--- src/rtl/timer_stats_pkg.sv ---
// Shared types and elaboration helpers for the interval timer / statistics engine.
package timer_stats_pkg;

  typedef enum logic {
    IDLE_ST = 1'b0,
    MSMT_ST = 1'b1
  } state_e;

  // MIN_VALUE resets to all-ones; the top slices this to its counter width.
  localparam int unsigned MAX_CNT_W = 64;
  localparam logic [MAX_CNT_W-1:0] MIN_RST_VAL = '1;

  // The accumulator must hold a full window of all-ones samples without wrapping.
  function automatic bit acc_w_ok(input int cnt_w, input int log2_w, input int acc_w);
    return acc_w >= cnt_w + (1 << log2_w) - 1;
  endfunction

endpackage

--- src/rtl/timer_stats_edge_det.sv ---
// Registered rising-edge detector; the event is high the cycle after the input rises.
module timer_stats_edge_det (
  input  logic clk,
  input  logic rst_n,
  input  logic in_sig,
  output logic evt
);

  logic prev_q, prev_d;
  logic evt_q, evt_d;

  always_comb begin
    prev_d = in_sig;
    evt_d  = in_sig & ~prev_q;
  end

  // History clears on reset so a level already high at release yields an edge.
  always_ff @(posedge clk or negedge rst_n) begin
    if (!rst_n) begin
      prev_q <= 1'b0;
      evt_q  <= 1'b0;
    end else begin
      prev_q <= prev_d;
      evt_q  <= evt_d;
    end
  end

  assign evt = evt_q;

endmodule

--- src/rtl/timer_stats_engine.sv ---
// Start/stop interval timer with power-of-two windowed averaging and min/max/count stats.
module timer_stats_engine
  import timer_stats_pkg::*;
#(
  parameter int CNT_W  = 32,
  parameter int LOG2_W = 5,
  parameter int ACC_W  = 64
) (
  input  logic              CLK,
  input  logic              RESETN,
  input  logic              START_TIMER,
  input  logic              STOP_TIMER,
  input  logic              ABORT,
  input  logic              AVG_ENABLE,
  input  logic [LOG2_W-1:0] AVG_LOG2,
  input  logic              CLEAR_STATS,
  output logic              BUSY,
  output logic [CNT_W-1:0]  MSMT_VALUE,
  output logic              MSMT_VALID,
  output logic              MSMT_OVF,
  output logic [CNT_W-1:0]  AVG_VALUE,
  output logic              AVG_VALID,
  output logic [CNT_W-1:0]  MIN_VALUE,
  output logic [CNT_W-1:0]  MAX_VALUE,
  output logic [31:0]       MSMT_COUNT,
  output logic              STATS_OVF
);

  localparam int WC_W = 1 << LOG2_W;
  localparam logic [WC_W-1:0] WC_ONE = {{(WC_W-1){1'b0}}, 1'b1};
  localparam logic [CNT_W-1:0] MIN_RST = MIN_RST_VAL[CNT_W-1:0];

  if (!acc_w_ok(CNT_W, LOG2_W, ACC_W) || CNT_W > MAX_CNT_W) begin : g_bad_params
    $error("timer_stats_engine: ACC_W too small for CNT_W/LOG2_W, or CNT_W too wide");
  end

  logic start_evt, stop_evt, en_evt;

  timer_stats_edge_det u_start_det (.clk(CLK), .rst_n(RESETN), .in_sig(START_TIMER), .evt(start_evt));
  timer_stats_edge_det u_stop_det  (.clk(CLK), .rst_n(RESETN), .in_sig(STOP_TIMER),  .evt(stop_evt));
  timer_stats_edge_det u_en_det    (.clk(CLK), .rst_n(RESETN), .in_sig(AVG_ENABLE),  .evt(en_evt));

  state_e             state_q, state_d;
  logic [CNT_W-1:0]   cnt_q, cnt_d;
  logic               ovf_q, ovf_d;
  logic [CNT_W-1:0]   msmt_value_q, msmt_value_d;
  logic               msmt_valid_q, msmt_valid_d;
  logic               msmt_ovf_q, msmt_ovf_d;
  logic [CNT_W-1:0]   min_q, min_d;
  logic [CNT_W-1:0]   max_q, max_d;
  logic [31:0]        count_q, count_d;
  logic               stats_ovf_q, stats_ovf_d;
  logic [ACC_W-1:0]   acc_q, acc_d;
  logic [WC_W-1:0]    wcnt_q, wcnt_d;
  logic [LOG2_W-1:0]  k_q, k_d;
  logic [CNT_W-1:0]   avg_value_q, avg_value_d;
  logic               avg_valid_q, avg_valid_d;

  logic               cnt_at_max;
  logic [CNT_W-1:0]   cnt_next;
  logic               ovf_next;
  logic               done;

  // Counter and FSM. The interval is reported from cnt_next so that the
  // cycle of the stop event itself is counted.
  always_comb begin
    state_d    = state_q;
    cnt_d      = '0;
    ovf_d      = 1'b0;
    done       = 1'b0;
    cnt_at_max = &cnt_q;
    cnt_next   = cnt_at_max ? cnt_q : cnt_q + CNT_W'(1);
    ovf_next   = ovf_q | cnt_at_max;
    case (state_q)
      IDLE_ST: begin
        if (start_evt) state_d = MSMT_ST;
      end
      MSMT_ST: begin
        cnt_d = cnt_next;
        ovf_d = ovf_next;
        if (ABORT) begin
          state_d = IDLE_ST;
          cnt_d   = '0;
          ovf_d   = 1'b0;
        end else if (stop_evt) begin
          state_d = IDLE_ST;
          cnt_d   = '0;
          ovf_d   = 1'b0;
          done    = 1'b1;
        end
      end
      default: state_d = IDLE_ST;
    endcase

    msmt_valid_d = done;
    msmt_value_d = done ? cnt_next : msmt_value_q;
    msmt_ovf_d   = done ? ovf_next : msmt_ovf_q;
  end

  // Min/max/count statistics; a coincident clear drops the sample.
  always_comb begin
    min_d       = min_q;
    max_d       = max_q;
    count_d     = count_q;
    stats_ovf_d = stats_ovf_q;
    if (CLEAR_STATS) begin
      min_d       = MIN_RST;
      max_d       = '0;
      count_d     = '0;
      stats_ovf_d = 1'b0;
    end else if (msmt_valid_q) begin
      count_d     = count_q + 32'd1;
      stats_ovf_d = stats_ovf_q | msmt_ovf_q;
      if (msmt_value_q < min_q) min_d = msmt_value_q;
      if (msmt_value_q > max_q) max_d = msmt_value_q;
    end
  end

  logic [LOG2_W-1:0] k_eff;
  logic [WC_W-1:0]   win_max;
  logic [ACC_W-1:0]  acc_sum;

  // Windowed averaging; k only changes on enable edge or window completion.
  always_comb begin
    k_eff       = en_evt ? AVG_LOG2 : k_q;
    k_d         = k_eff;
    win_max     = (WC_ONE << k_eff) - WC_ONE;
    acc_sum     = acc_q + ACC_W'(msmt_value_q);
    acc_d       = acc_q;
    wcnt_d      = wcnt_q;
    avg_valid_d = 1'b0;
    avg_value_d = avg_value_q;
    if (!AVG_ENABLE) begin
      acc_d  = '0;
      wcnt_d = '0;
    end else if (msmt_valid_q) begin
      if (wcnt_q == win_max) begin
        avg_value_d = CNT_W'(acc_sum >> k_eff);
        avg_valid_d = 1'b1;
        acc_d       = '0;
        wcnt_d      = '0;
        k_d         = AVG_LOG2;
      end else begin
        acc_d  = acc_sum;
        wcnt_d = wcnt_q + WC_ONE;
      end
    end
  end

  always_ff @(posedge CLK or negedge RESETN) begin
    if (!RESETN) begin
      state_q      <= IDLE_ST;
      cnt_q        <= '0;
      ovf_q        <= 1'b0;
      msmt_value_q <= '0;
      msmt_valid_q <= 1'b0;
      msmt_ovf_q   <= 1'b0;
      min_q        <= MIN_RST;
      max_q        <= '0;
      count_q      <= '0;
      stats_ovf_q  <= 1'b0;
      acc_q        <= '0;
      wcnt_q       <= '0;
      k_q          <= '0;
      avg_value_q  <= '0;
      avg_valid_q  <= 1'b0;
    end else begin
      state_q      <= state_d;
      cnt_q        <= cnt_d;
      ovf_q        <= ovf_d;
      msmt_value_q <= msmt_value_d;
      msmt_valid_q <= msmt_valid_d;
      msmt_ovf_q   <= msmt_ovf_d;
      min_q        <= min_d;
      max_q        <= max_d;
      count_q      <= count_d;
      stats_ovf_q  <= stats_ovf_d;
      acc_q        <= acc_d;
      wcnt_q       <= wcnt_d;
      k_q          <= k_d;
      avg_value_q  <= avg_value_d;
      avg_valid_q  <= avg_valid_d;
    end
  end

  assign BUSY       = (state_q == MSMT_ST);
  assign MSMT_VALUE = msmt_value_q;
  assign MSMT_VALID = msmt_valid_q;
  assign MSMT_OVF   = msmt_ovf_q;
  assign AVG_VALUE  = avg_value_q;
  assign AVG_VALID  = avg_valid_q;
  assign MIN_VALUE  = min_q;
  assign MAX_VALUE  = max_q;
  assign MSMT_COUNT = count_q;
  assign STATS_OVF  = stats_ovf_q;

endmodule

--- config.mk ---
export PLATFORM = sky130hd
export DESIGN_NAME = timer_stats_engine
export DESIGN_NICKNAME = d
export VERILOG_FILES = /design/src/rtl/timer_stats_pkg.sv /design/src/rtl/timer_stats_edge_det.sv /design/src/rtl/timer_stats_engine.sv
export SDC_FILE = /design/constraint.sdc
export NUM_CORES = 1
export LEC_CHECK = 0
export CAP_MARGIN = 10
export CORE_MARGIN = 8
export CORE_UTILIZATION = 55
export CTS_CLUSTER_DIAMETER = 200
export DETAILED_ROUTE_END_ITERATION = 8
export PLACE_DENSITY = 0.76
export SYNTH_ARGS = -nofsm -noshare
export SYNTH_HDL_FRONTEND = slang
export SYNTH_SLANG_ARGS = --single-unit
--- constraint.sdc ---
create_clock -name CLK -period 14.5 [get_ports CLK]
set_clock_uncertainty 0.2 [all_clocks]
set_input_delay 3.625 -clock CLK [delete_from_list [all_inputs] [get_ports CLK]]
set_output_delay 3.625 -clock CLK [all_outputs]
set_load 0.1 [all_outputs]
==> impl_metrics.yaml <==
run_status:
  status: "completed"
synth:
  yosysWarnings: 0
  ys_async_sr_fraction: 1.00
  synth_area_leaders: "dfrtp_1 (29%), ha_1 (5.2%), nand2_1 (5.1%)"
  netlist_instances: 2937
  synth_ff_type: "dfrtp_1"
  yosysSeqAreaShare: 0.324
  yosys.area.top_type_share: 0.288
  syn-num-nets: 3049
  synthesis.area_sq_um: 23600
  synth-seq-cells: 304
  yosysMostFrequentCell: "nand2_1"
  yosys.area.top_type: "dfrtp_1"
  synth_edf_count: 0
  yosysUniqueCellTypes: 102
  synth_common_cells: "nand2_1 (319), nor2_1 (308), dfrtp_1 (272)"
  avgSynthCellArea_sq_um: 8.04
worst_hold_path:
  hold_path_class: "reg -> reg"
clocking:
  cts_tree: "done"
  insertion_delay_ns: 0.58
  cts_resized: 0
  cts_setup_buffers: 0
  htree_levels: 2
  cts_buffers: 37
  cts.clk_slew.worst_paths_ns: 0.05
  clock_path_buffers: 3
  clockRootBuffer: "clkbuf_16"
  holdBufCountCts: 0
  clock-sinks: 304
timing:
  finalCritPeriodShare: 0.634
  period_needed_ns: 9.19
  slew-limit-headroom: 0.250
  setup_tns_ns: 0
  max_freq_mhz: 109
  rsz0062_at_grt: "false"
  worst_pin_slew_ns: 1.13
  setup_viol_count_final: 0
  final_max_slew_viol_count: 0
  hold_viol: 0
layout:
  nNetsFinal: 3088
  multiInputGateArea_sq_um: 14800
  fillers: 3701
  final-seq-area_sq_um: 7650
  antennaDiodeCount: 0
  utilization: 0.627
  fin_cells: 3549
  drive_gt1_frac: 0.0693
  synthToLayoutAreaGrowth_pct: 13.4
critical_path:
  path_max_fanout: 55
  path_cells: "clkdlybuf4s50_1 > mux2_2 > nor2_1 > buf_4 > nand2_1 > ha_1 > xnor2_1 > a31oi_1 > mux2i_1 > a311oi_1 > o2111ai_1 > nor4_2 > a21boi_2 > a31o_2 > buf_4 > nor2_1 > o21ai_0 > o21ai_1"
  startpoint_type: "input pin"
  arrival_ns: 9.42
  cpPeakStageDelay_ns: 0.72
  crit_path_top_delay_cell: "mux2_2"
  regToRegSetupSlack_ns: 7.81
  crit_type: "in -> reg"
  endpoint_kind: "flop"
  worst_ep_required_time_ns: 14.73
placement:
  numPortBuffers: 176
  dp_cells: 3482
  routabilityCongestion: 1.00
  dp_hpwl_um: 64100
global_routing:
  grt.met2_usage: 0.556
  first_global_vias: 23407
  grt-busiest-layer: "met2"
  use_met1: 0.445
  grt_overflow_total: 0
  grt_use_met3: 0.0625
  grtUsageTotal: 0.348
  grt_first_pass_wirelength_um: 138000
  grt_max_degree: 129
  antenna_found_initial: 1
power_and_ir_drop:
  ir_drop_uv: 92.8
  power_density_nw_per_um2: 85.4
  p_leak_uw: 0.0113
detailed_routing:
  wl_per_cell_um: 25.3
  ant_nets: 0
  post_drt_via_cell_ratio: 6.86
  vias: 24357
  first_iter_violations: 2911
  drt_first_pass_iters: 6
  drcViolationCount: 0
  wirelength_um: 89800
floorplanning:
  num_rows: 76
  core_sq_um: 42700
  die_y_um: 223
  initial_utilization: 0.553
  die_x_um: 223
  io_pins: 177
  dieArea_sq_um: 49800
flow_run:
  maxCapViolations: 0
through the flow:
stage                     hold WS, ns  instance area, sq um  setup WS [ns]  total power [uW]
after detailed placement        0.191                 25500           5.02              1330
after floorplan                 0.178                 23600           6.55              1170
final                           0.197                 26800           5.31              2290
after CTS                       0.200                 26800           5.51              2280
after global routing            0.202                 26800           5.03              2350
after global placement          0.180                 25500           5.13              1320
critical path, delay by kind of cell:
family / cells / cell delay (ns)
AOI/OAI and AO/OA: 7 / 1.92
xor gates and xnor gates: 1 / 0.20
adders and majority gates: 1 / 0.56
buffers and inverters: 3 / 1.50
muxes: 2 / 0.82
and+or+nand+nor: 4 / 0.70
path summary, 6_finish.rpt:
| kind | end | depth (start not counted) | from |
|---|---|---|---|
| hold / removal | u_en_det.evt$_DFF_PN0_ | 1 | u_en_det.prev_q$_DFF_PN0_ |
| setup reg to reg | wcnt_q[14]$_DFFE_PN0P_ | 17 | u_en_det.evt$_DFF_PN0_ |
| hold reg to reg | u_en_det.evt$_DFF_PN0_ | 1 | u_en_det.prev_q$_DFF_PN0_ |
| setup / recovery | wcnt_q[14]$_DFFE_PN0P_ | 18 | AVG_LOG2[1] |
| max in group asynchronous | MAX_VALUE[18]$_DFFE_PN0P_ | 3 | RESETN |
| min in group asynchronous | MSMT_COUNT[29]$_DFFE_PN0P_ | 1 | RESETN |
power breakdown:
group / switching, uW / internal, uW / total (uW)
sequential: 12.2 / 858 / 870
combinational: 331 / 127 / 458
clock: 397 / 562 / 959
layout make-up:
| class | count | share of cell area |
|---|---|---|
| clock inverter | 15 | 0.00621 |
| clock buffer | 51 | 0.0403 |
| timing repair buffer | 212 | 0.0762 |
| inverter | 84 | 0.0118 |
| tap | 546 | 0.0255 |
| sequential | 304 | 0.286 |
| multi-input combinational | 2337 | 0.554 |
logic make-up after synthesis:
kind of cell               synth area share
AOI/OAI and AO/OA                     0.260
xor gates and xnor gates             0.0451
adders and majority gates            0.0533
buffers and inverters                0.0510
DFF                                   0.324
muxes                                0.0446
and+or+nand+nor                       0.222
registers in the layout, indices dropped and copies added, names as in the netlist, 5 cells and up:
register	flops
cnt_q	32
k_q	5
MSMT_VALUE	32
MIN_VALUE	32
AVG_VALUE	32
wcnt_q	32
MAX_VALUE	32
acc_q	63
MSMT_COUNT	32
layout by cell type, fill, tap and decap left out, drive strengths merged, types with 18 or more instances in the layout:
master and instances:
nand2 319, nor2 312, o21ai 292, dfrtp 272, clkdlybuf4s50 174, a21oi 170
nand3 106, ha 99, inv 86, mux2i 75, nand4 69, xor2 67
nor3 66, a21o 57, and3 53, xnor2 52, clkbuf 51, o211ai 42
a211oi 39, buf 38, or3 33, a22o 33, dfstp 32, o21a 30
nor4 26, o31ai 25, a31oi 24, o22ai 23, mux2 21, and4 18
and2 18, a221oi 18
routing by layer:
layer  vias up  wire [um]
met3       297       7230
met5         -         10
met4         2       5020
met1     11912      36100
met2      1218      41400
li1      10928          -
Note: power is estimated with default switching activity, not from simulation.
